### src/rtl/alu_issue_pkg.sv
// Shared constants for the ALU issue stage: data width, ALU op codes,
// RV32I opcode/funct fields and the operand-b source selector.
package alu_issue_pkg;

    localparam int DATA_WIDTH = 32;
    localparam int ALU_OP_W   = 6;

    // ALU op codes; zero is left unused so a reset output is never a real op
    localparam logic [ALU_OP_W-1:0] OP_ALU_ADD = 6'd1;
    localparam logic [ALU_OP_W-1:0] OP_ALU_SUB = 6'd2;
    localparam logic [ALU_OP_W-1:0] OP_ALU_AND = 6'd3;
    localparam logic [ALU_OP_W-1:0] OP_ALU_OR  = 6'd4;
    localparam logic [ALU_OP_W-1:0] OP_ALU_XOR = 6'd5;
    localparam logic [ALU_OP_W-1:0] OP_ALU_INV = 6'd6;
    localparam logic [ALU_OP_W-1:0] OP_ALU_SLT = 6'd7;
    localparam logic [ALU_OP_W-1:0] OP_ALU_SLL = 6'd8;
    localparam logic [ALU_OP_W-1:0] OP_ALU_SRL = 6'd9;
    localparam logic [ALU_OP_W-1:0] OP_ALU_SRA = 6'd10;

    // RV32I major opcodes handled here
    localparam logic [6:0] OPC_OP     = 7'b0110011;
    localparam logic [6:0] OPC_OP_IMM = 7'b0010011;

    // funct3 encodings
    localparam logic [2:0] F3_ADD_SUB = 3'b000;
    localparam logic [2:0] F3_SLL     = 3'b001;
    localparam logic [2:0] F3_SLT     = 3'b010;
    localparam logic [2:0] F3_SLTU    = 3'b011;
    localparam logic [2:0] F3_XOR     = 3'b100;
    localparam logic [2:0] F3_SRL_SRA = 3'b101;
    localparam logic [2:0] F3_OR      = 3'b110;
    localparam logic [2:0] F3_AND     = 3'b111;

    // funct7 encodings
    localparam logic [6:0] F7_BASE = 7'b0000000;
    localparam logic [6:0] F7_ALT  = 7'b0100000;

    // Where operand b comes from
    typedef enum logic [1:0] {
        B_RS2   = 2'd0,
        B_IMM   = 2'd1,
        B_SHAMT = 2'd2,
        B_ONES  = 2'd3
    } b_sel_e;

    // I-type immediate, sign-extended to the data width
    function automatic logic [DATA_WIDTH-1:0] imm_i(input logic [31:0] instr);
        return {{(DATA_WIDTH-12){instr[31]}}, instr[31:20]};
    endfunction

endpackage

### src/rtl/alu_regfile.sv
// Two-read one-write register file with x0 hardwired to zero,
// writeback-to-read bypass and asynchronous clear.
module alu_regfile
    import alu_issue_pkg::*;
#(
    parameter int NUM_REGS = 32,
    parameter int ADDR_W   = 5
) (
    input  logic                  clk,
    input  logic                  rst_n,
    input  logic [ADDR_W-1:0]     rs1_addr,
    input  logic [ADDR_W-1:0]     rs2_addr,
    output logic [DATA_WIDTH-1:0] rs1_data,
    output logic [DATA_WIDTH-1:0] rs2_data,
    input  logic                  wb_en,
    input  logic [ADDR_W-1:0]     wb_rd,
    input  logic [DATA_WIDTH-1:0] wb_data
);

    logic [DATA_WIDTH-1:0] mem [NUM_REGS];

    // Storage: clear everything on reset, never write x0
    always_ff @(posedge clk or negedge rst_n) begin
        if (!rst_n) begin
            for (int i = 0; i < NUM_REGS; i++) begin
                mem[i] <= '0;
            end
        end else if (wb_en && (wb_rd != '0)) begin
            mem[wb_rd] <= wb_data;
        end
    end

    // Read ports: x0 reads zero, a same-cycle writeback is forwarded
    always_comb begin
        rs1_data = mem[rs1_addr];
        rs2_data = mem[rs2_addr];
        if (wb_en && (wb_rd == rs1_addr)) rs1_data = wb_data;
        if (wb_en && (wb_rd == rs2_addr)) rs2_data = wb_data;
        if (rs1_addr == '0) rs1_data = '0;
        if (rs2_addr == '0) rs2_data = '0;
    end

endmodule

### src/rtl/alu_issue.sv
// Decode/issue stage in front of the ALU: decodes RV32I OP and OP-IMM,
// reads operands, tracks outstanding destinations in a scoreboard and
// hands the op to the ALU through a registered valid/ready output.
module alu_issue
    import alu_issue_pkg::*;
#(
    parameter int NUM_REGS = 32,
    parameter int ADDR_W   = 5
) (
    input  logic                  clk,
    input  logic                  rst_n,
    input  logic                  i_valid,
    input  logic [31:0]           i_instr,
    output logic                  o_ready,
    output logic                  o_valid,
    input  logic                  i_ready,
    output logic [ALU_OP_W-1:0]   o_alu_op,
    output logic [DATA_WIDTH-1:0] o_a,
    output logic [DATA_WIDTH-1:0] o_b,
    output logic [ADDR_W-1:0]     o_rd,
    output logic                  o_illegal,
    input  logic                  i_wb_en,
    input  logic [ADDR_W-1:0]     i_wb_rd,
    input  logic [DATA_WIDTH-1:0] i_wb_data
);

    logic [6:0]            opcode;
    logic [2:0]            funct3;
    logic [6:0]            funct7;
    logic [ADDR_W-1:0]     rd;
    logic [ADDR_W-1:0]     rs1;
    logic [ADDR_W-1:0]     rs2;

    logic                  dec_legal;
    logic                  dec_use_rs2;
    logic [ALU_OP_W-1:0]   dec_op;
    b_sel_e                dec_b_sel;

    logic [DATA_WIDTH-1:0] rs1_data;
    logic [DATA_WIDTH-1:0] rs2_data;
    logic [DATA_WIDTH-1:0] operand_b;

    logic [NUM_REGS-1:0]   pending;
    logic [NUM_REGS-1:0]   pending_next;
    logic                  stall;
    logic                  accept;
    logic                  issue;

    assign opcode = i_instr[6:0];
    assign rd     = i_instr[11:7];
    assign funct3 = i_instr[14:12];
    assign rs1    = i_instr[19:15];
    assign rs2    = i_instr[24:20];
    assign funct7 = i_instr[31:25];

    alu_regfile #(
        .NUM_REGS (NUM_REGS),
        .ADDR_W   (ADDR_W)
    ) u_regfile (
        .clk      (clk),
        .rst_n    (rst_n),
        .rs1_addr (rs1),
        .rs2_addr (rs2),
        .rs1_data (rs1_data),
        .rs2_data (rs2_data),
        .wb_en    (i_wb_en),
        .wb_rd    (i_wb_rd),
        .wb_data  (i_wb_data)
    );

    // Instruction decode: op code, operand-b source and legality
    always_comb begin
        dec_legal   = 1'b0;
        dec_use_rs2 = 1'b0;
        dec_op      = OP_ALU_ADD;
        dec_b_sel   = B_IMM;
        case (opcode)
            OPC_OP: begin
                dec_use_rs2 = 1'b1;
                dec_b_sel   = B_RS2;
                case (funct3)
                    F3_ADD_SUB: begin
                        if (funct7 == F7_BASE) begin
                            dec_legal = 1'b1;
                            dec_op    = OP_ALU_ADD;
                        end else if (funct7 == F7_ALT) begin
                            dec_legal = 1'b1;
                            dec_op    = OP_ALU_SUB;
                        end
                    end
                    F3_SRL_SRA: begin
                        if (funct7 == F7_BASE) begin
                            dec_legal = 1'b1;
                            dec_op    = OP_ALU_SRL;
                        end else if (funct7 == F7_ALT) begin
                            dec_legal = 1'b1;
                            dec_op    = OP_ALU_SRA;
                        end
                    end
                    F3_SLL: begin
                        dec_legal = (funct7 == F7_BASE);
                        dec_op    = OP_ALU_SLL;
                    end
                    F3_SLT: begin
                        dec_legal = (funct7 == F7_BASE);
                        dec_op    = OP_ALU_SLT;
                    end
                    F3_XOR: begin
                        dec_legal = (funct7 == F7_BASE);
                        dec_op    = OP_ALU_XOR;
                    end
                    F3_OR: begin
                        dec_legal = (funct7 == F7_BASE);
                        dec_op    = OP_ALU_OR;
                    end
                    F3_AND: begin
                        dec_legal = (funct7 == F7_BASE);
                        dec_op    = OP_ALU_AND;
                    end
                    default: dec_legal = 1'b0;
                endcase
            end
            OPC_OP_IMM: begin
                case (funct3)
                    F3_ADD_SUB: begin
                        dec_legal = 1'b1;
                        dec_op    = OP_ALU_ADD;
                    end
                    F3_SLT: begin
                        dec_legal = 1'b1;
                        dec_op    = OP_ALU_SLT;
                    end
                    F3_XOR: begin
                        dec_legal = 1'b1;
                        if (i_instr[31:20] == 12'hFFF) begin
                            dec_op    = OP_ALU_INV;
                            dec_b_sel = B_ONES;
                        end else begin
                            dec_op    = OP_ALU_XOR;
                        end
                    end
                    F3_OR: begin
                        dec_legal = 1'b1;
                        dec_op    = OP_ALU_OR;
                    end
                    F3_AND: begin
                        dec_legal = 1'b1;
                        dec_op    = OP_ALU_AND;
                    end
                    F3_SLL: begin
                        dec_legal = (funct7 == F7_BASE);
                        dec_op    = OP_ALU_SLL;
                        dec_b_sel = B_SHAMT;
                    end
                    F3_SRL_SRA: begin
                        dec_b_sel = B_SHAMT;
                        if (funct7 == F7_BASE) begin
                            dec_legal = 1'b1;
                            dec_op    = OP_ALU_SRL;
                        end else if (funct7 == F7_ALT) begin
                            dec_legal = 1'b1;
                            dec_op    = OP_ALU_SRA;
                        end
                    end
                    default: dec_legal = 1'b0;
                endcase
            end
            default: dec_legal = 1'b0;
        endcase
    end

    // Operand b source mux
    always_comb begin
        operand_b = rs2_data;
        case (dec_b_sel)
            B_RS2:   operand_b = rs2_data;
            B_IMM:   operand_b = imm_i(i_instr);
            B_SHAMT: operand_b = {{(DATA_WIDTH-5){1'b0}}, i_instr[24:20]};
            B_ONES:  operand_b = '1;
            default: operand_b = rs2_data;
        endcase
    end

    // Hazard check: a pending source stalls unless its result arrives now
    always_comb begin
        stall = 1'b0;
        if (pending[rs1] && !(i_wb_en && (i_wb_rd == rs1))) stall = 1'b1;
        if (dec_use_rs2 && pending[rs2] && !(i_wb_en && (i_wb_rd == rs2))) stall = 1'b1;
    end

    assign o_ready = (!o_valid || i_ready) && !stall;
    assign accept  = i_valid && o_ready;
    assign issue   = accept && dec_legal;

    // Scoreboard update: writeback clears, issue sets and wins a tie
    always_comb begin
        pending_next = pending;
        if (i_wb_en) pending_next[i_wb_rd] = 1'b0;
        if (issue && (rd != '0)) pending_next[rd] = 1'b1;
        pending_next[0] = 1'b0;
    end

    // Scoreboard register
    always_ff @(posedge clk or negedge rst_n) begin
        if (!rst_n) begin
            pending <= '0;
        end else begin
            pending <= pending_next;
        end
    end

    // Output stage: load on issue, drain when consumed, hold under backpressure
    always_ff @(posedge clk or negedge rst_n) begin
        if (!rst_n) begin
            o_valid   <= 1'b0;
            o_illegal <= 1'b0;
            o_alu_op  <= '0;
            o_a       <= '0;
            o_b       <= '0;
            o_rd      <= '0;
        end else begin
            o_illegal <= accept && !dec_legal;
            if (issue) begin
                o_valid  <= 1'b1;
                o_alu_op <= dec_op;
                o_a      <= rs1_data;
                o_b      <= operand_b;
                o_rd     <= rd;
            end else if (i_ready) begin
                o_valid  <= 1'b0;
            end
        end
    end

endmodule

### config.mk
export PLATFORM = sky130hd
export DESIGN_NAME = alu_issue
export DESIGN_NICKNAME = d
export VERILOG_FILES = /design/src/rtl/alu_issue_pkg.sv /design/src/rtl/alu_regfile.sv /design/src/rtl/alu_issue.sv
export SDC_FILE = /design/constraint.sdc
export NUM_CORES = 2
export LEC_CHECK = 0
export CELL_PAD_IN_SITES_DETAIL_PLACEMENT = 1
export CELL_PAD_IN_SITES_GLOBAL_PLACEMENT = 2
export CORE_MARGIN = 10
export CORE_UTILIZATION = 40
export CTS_CLUSTER_SIZE = 14
export DETAILED_ROUTE_END_ITERATION = 6
export DONT_BUFFER_PORTS = 1
export PLACE_DENSITY = 0.78
export REMOVE_ABC_BUFFERS = 1
export SLEW_MARGIN = 20
export SYNTH_ARGS = -nofsm -noshare
export SYNTH_HDL_FRONTEND = slang
export SYNTH_HIERARCHICAL = 1
export SYNTH_SLANG_ARGS = --single-unit
### constraint.sdc
create_clock -name clk -period 3.7 [get_ports clk]
set_input_delay 0.74 -clock clk [delete_from_list [all_inputs] [get_ports clk]]
set_output_delay 0.74 -clock clk [all_outputs]
set_load 0.05 [all_outputs]
### Yosys cells after proc, flatten, opt, wreduce, memory -nomap -nowiden

Cells that the tools add are included.

* register bits after elaboration: 1132
* output and inout bits: 78
* logic and storage cells: 147

* magnitude comparators: 10
* eq/ne operators: 15
* multiplexer cells: 45
* bitwise operators: 6
* reductions and logical operators: 32

Operator list (count)
* $bwmux 1024: 1
* $mux 32: 11
* $bmux 32 s5: 2
* $demux 32 s5: 1
* $pmux 32 s4: 1
* $pmux 6 s6: 1
* $and 32x32->32: 1
* $not 32->32: 1
* $or 32x32->32: 1
* $pmux 4 s7: 1
* $lt 5x6->1 const B: 4
* $ge 6x6->1 const B: 3
* $not 5->6: 3
* $eq 7x6->1 const B: 2
* $logic_and 1x1->1: 14
* $eq 12x12->1 const B: 1
* $eq 3x3->1 const B: 4
* $pmux 6 s2: 1
* $mux 1: 11
* $bmux 1 s5: 2
* $demux 1 s5: 2
* $eq 5x5->1: 2
* $ge 5x1->1 const B: 2
* $logic_not 5->1: 2
* other kinds (20): 34

### Logic depth before layout (Yosys ltp)

* depth after elaboration: 12
* gate-level depth with buffers: 12
* depth with buffers taken out: 8

### Modules after synthesis

Netlist, hierarchy kept.

By module, submodules not included
* alu_regfile: instances 1, cells each 3982, area an instance 55608.3 um^2, sequential area each 25624.6 um^2
* alu_issue: instances 1, cells each 460, area an instance 5505.3 um^2, sequential area each 2652.5 um^2

### Worst setup path after synthesis

No wires, ideal clock.

* path kind: input to output
* start: input port i_instr[15]
* end: output port o_ready
* arrival: 2.636 ns
* required time: 2.960 ns
* path slack: 0.324 ns
* stages: 6
* cells stage by stage: buf_6 mux4_1 o21ba_1 a221oi_2 o41ai_2 nor2_1

* cells in the longest elaborated chain, start to end: 8
* elaborated cells on any way between the ends: 10
* classes of those cells: eq/ne: 1; mux: 4; reduce/logical: 5

Ends and longest elaborated chain
* start: declaration: line alu_issue.sv:13 `input logic [31:0] i_instr,`
* parallel branches: the longest is 3 deep, another holds $bmux 1 s5
* $logic_and 1x1->1 (*): line alu_issue.sv:187 `if (pending[rs1] && !(i_wb_en && (i_wb_rd == rs1))) stall = 1'b1;`
* $mux 1 (*): line alu_issue.sv:187
* $mux 1 (*): line alu_issue.sv:188 `if (dec_use_rs2 && pending[rs2] && !(i_wb_en && (i_wb_rd == rs2))) stall = 1'b1;`
* $logic_not 1->1 (*): line alu_issue.sv:191 `assign o_ready = (!o_valid || i_ready) && !stall;`
* $logic_and 1x1->1 (*): line alu_issue.sv:191
* end: declaration: line alu_issue.sv:14 `output logic o_ready,`

Every way passes the cells marked *. The select of a mux whose other input is x is not followed.

### Final worst setup path

* start: input port i_instr[20]
* end: output port o_ready

* cells in the longest elaborated chain, start to end: 7
* elaborated cells on any way between the ends: 10
* classes of those cells: eq/ne: 1; mux: 3; reduce/logical: 6

Ends and longest elaborated chain (line)
* $bmux 1 s5 / $eq 5x5->1 (equally long branches): alu_issue.sv:188
* $mux 1 (implied by the code) / $logic_and 1x1->1 (equally long branches): alu_issue.sv:188
* $logic_and 1x1->1 / $logic_not 1->1 (equally long branches): alu_issue.sv:188
* $logic_and 1x1->1 (*): alu_issue.sv:188
* $mux 1 (*): alu_issue.sv:188
* $logic_not 1->1 (*): alu_issue.sv:191
* $logic_and 1x1->1 (*): alu_issue.sv:191

Mark *: on every way between the ends. The rest lies on a longest branch, timed or not. The select of a mux whose other input is x is not followed.

==> summary.txt <==
Synthesis
  – Most frequent cell after synthesis: dfrtp_1
  – Synth top area cells: dfrtp_1, mux2_2, mux4_2, mux2i_1, clkbuf_1
  – Top post-synthesis cells by count: dfrtp_1, mux2_2, mux4_2
  – Cell Area, Synth: around 61000 sq um
  – Number of synthesis warnings: 6
  – Synth cell types: a little over 80
  – Register area share after synthesis: 0.4627
  – Number of flops mapped to enable cells by yosys: 0
  – Area leader, netlist: dfrtp_1
  – Ys async rst share: 1.000
  – Synthesis-stage register bit count: about 1100
  – Post-synth top flop: dfrtp_1
  – Syn Area/Cell: approximately 14 sq um
  – Gate count of the mapped netlist: between 4000 and 5000
  – Top cell type's share of synthesized area: 0.4627

Drt
  – DRC Markers: 0
  – First DRT Iteration DRCs: approximately 3700
  – Vias/cell: approximately 6.5
  – Post-detailed-route wirelength per cell: approximately 35 um
  – Drt total wl: 223.6 mm
  – Drt pass-1 iters: 6
  – Antenna viol nets, final: 0
  – Vias: 41630

Clocking
  – CTS Root Cell: clkbuf_16
  – Clock latency on the worst-skew pair: just under 0.8 ns
  – # Post-CTS Setup Buffers: 0
  – Hold-fix buffers, CTS: 2
  – H-tree Lvls: 4
  – CTS tree: built
  – Clk sink count: 1130
  – Post-CTS sizing: 0
  – Number of buffers created by CTS: between 100 and 150
  – Clock transition at the registers of the reported paths: 0.06 ns
  – Max clock buf depth: 3

STA
  – Final Hold Viols: 0
  – Fin Clk Skew: roughly 0.026 ns
  – Worst slew pin tran: approximately 1.4 ns
  – Peak Freq: 0.2791 GHz
  – Slew HR: 0.03975
  – # setup viols final: 0
  – Hold Slack: ~0.12 ns
  – Fin. max-slew vios: 0
  – Crit path time final: approximately 3.6 ns
  – RSZ-0062 raised after global routing: false
  – Tcrit/Tclk final: 0.9683

Pwr
  – Switching Fraction: 0.2661
  – VDD IR-drop max: approximately 0.36 mV
  – Clock power share: 0.374
  – Int Pwr: approximately 26 mW
  – Cell Pwr Density: around 530 nW/um^2
  – Leak: between 20 and 30 nW
  – Comb power frac: 0.171
  – Total Power: roughly 36 mW
  – Flop pwr share: 0.454
  – Sw power: roughly 9.6 mW

Min path
  – Hold_sp: i_wb_data[1]
  – Worst Hold End: u_regfile/mem[193]
  – Worst hold-check path type: in -> reg
  – Cells on Worst Hold Path: 1

Setup path
  – Crit start category: primary input
  – Flop2flop setup slack: approximately 0.86 ns
  – Worst Path Arrival: between 2 and 3 ns
  – Critical path required time: slightly below 3 ns
  – Reg2reg path depth: 6
  – Crit Path Class: in -> out
  – Reg2reg end: o_a[7]
  – Critical Path Sink Type: output port
  – Reg2reg start: pending[3]
  – Crit path max fanout: 297

GRT
  – Vias in the first global route: ~44000
  – Largest net degree at the start of global routing: ~330
  – Total grt overflow: 0
  – Initial antenna violation count: 4
  – First-pass GRT wire length: ~320 mm
  – Gr usage total: 0.2588

Floorplan
  – Die X: 410.9 um
  – # IOs: 152
  – Die height: 410.9 um
  – Core ar.: between 150000 and 200000 sq um
  – Cell row count: approximately 140
  – Die area: around 170000 sq um
  – Initial Util: 0.4023

Place
  – Hpwl dp: 130.0 mm
  – IO Port Bufs: 0
  – GP Congestion: just over 0.8
  – Area after DPL: between 60000 and 70000 sq um

Run
  – Max-cap violations: 0

Final layout
  – Final #Nets: ~4300
  – Area growth syn-to-layout: 10.54%
  – Final instance area: just under 70000 sq um
  – Fraction of layout cells with a size suffix above 1: 0.4395
  – Fillers: around 15000

Status
  – Outcome: completed
metrics by stage:
step                setup WS [ns]  setup TNS, ns  cells    util
floorplan                  -1.806        -119.53   3972       -
global placement           0.1464              0   6148  0.4145
detailed placement         0.1961              0   6151  0.4151
CTS                       0.07157              0   6391  0.4445
global route              0.01736              0   6392  0.4447
finish                     0.1174              0   6396  0.4447
kinds of logic after synthesis:
| logic type | after synthesis | synth area share |
|---|---|---|
| DFF | 1130 | 0.4627 |
| and+or+nand+nor | 488 | 0.03902 |
| muxes | 1773 | 0.3942 |
| buffers and inverters | 506 | 0.04181 |
| AOI/OAI and AO/OA | 524 | 0.05935 |
| other | 1 | 0.00006136 |
| xor gates and xnor gates | 20 | 0.002866 |
worst max-delay path: stages:
cell and delay [ns]:
mux4_1 0.65, mux4_2 0.49, o211a_1 0.28, nor2_2 0.21, buf_12 0.17
worst max-delay path by stage:
stage,startpoint,endpoint,slack (ns)
after floorplan,i_instr[20],o_a[0],-1.81
after global placement,i_instr[20],o_b[6],0.15
after detailed placement,i_instr[20],o_a[7],0.20
after CTS,pending[3],o_ready,0.07
after global routing,pending[18],o_ready,0.02
final,i_instr[20],o_ready,0.12
layout make-up:
type                       count  area (sq um)  area share
multi-input combinational   2807         30510      0.4516
sequential                  1130         28280      0.4186
clock buffer                 213          4120     0.06099
tap                         2030          2540     0.03760
timing repair buffer         152          1664     0.02463
clock inverter                25         305.3    0.004519
inverter                      35         131.4    0.001945
antenna                        4         10.01   0.0001482
power by group through the flow:
| stage | registers, mW | clock network [mW] | logic, mW |
|---|---|---|---|
| finish | 16.3 | 13.4 | 6.15 |
| global route | 16.6 | 14.2 | 6.58 |
| CTS | 16.3 | 13.6 | 6.13 |
| detailed placement | 16.5 | 0 | 6.05 |
| global placement | 16.3 | 0 | 5.85 |
| floorplan | 15.8 | 0 | 4.71 |
metal layers:
layer | vias to the layer above | track usage | part of all wire
li1 | 16620 | - | -
met1 | 22900 | 0.3389 | 0.41
met2 | 1637 | 0.4127 | 0.47
met3 | 470 | 0.06633 | 0.083
met4 | 6 | 0.09704 | 0.038
met5 | - | 0 | 0.00022
flip-flops by register name (all words and copies together) (netlist names):
name / cells
o_rd: 5
o_a: 32
u_regfile/mem: 1024
o_alu_op: 4
o_b: 32
o_illegal: 1
o_valid: 1
pending: 31
cells in the final DEF (no fill, tap or decap), drive strengths merged, types with 11 or more instances in the layout:
| master | n |
|---|---|
| and3 | 11 |
| nor2 | 133 |
| dfrtp | 1130 |
| a22oi | 11 |
| a2111oi | 12 |
| a221o | 49 |
| inv | 40 |
| clkbuf | 213 |
| nand2 | 120 |
| a211o | 11 |
| a221oi | 50 |
| a21oi | 79 |
| o22ai | 91 |
| nor3 | 67 |
| buf | 151 |
| a211oi | 23 |
| clkinv | 14 |
| nand3 | 56 |
| mux2i | 260 |
| mux4 | 391 |
| o21ai | 109 |
| xnor2 | 11 |
| mux2 | 1122 |
| a22o | 15 |
| nand3b | 14 |
| nand4 | 15 |
| o31ai | 36 |
Note: power is estimated with default switching activity, not from simulation.
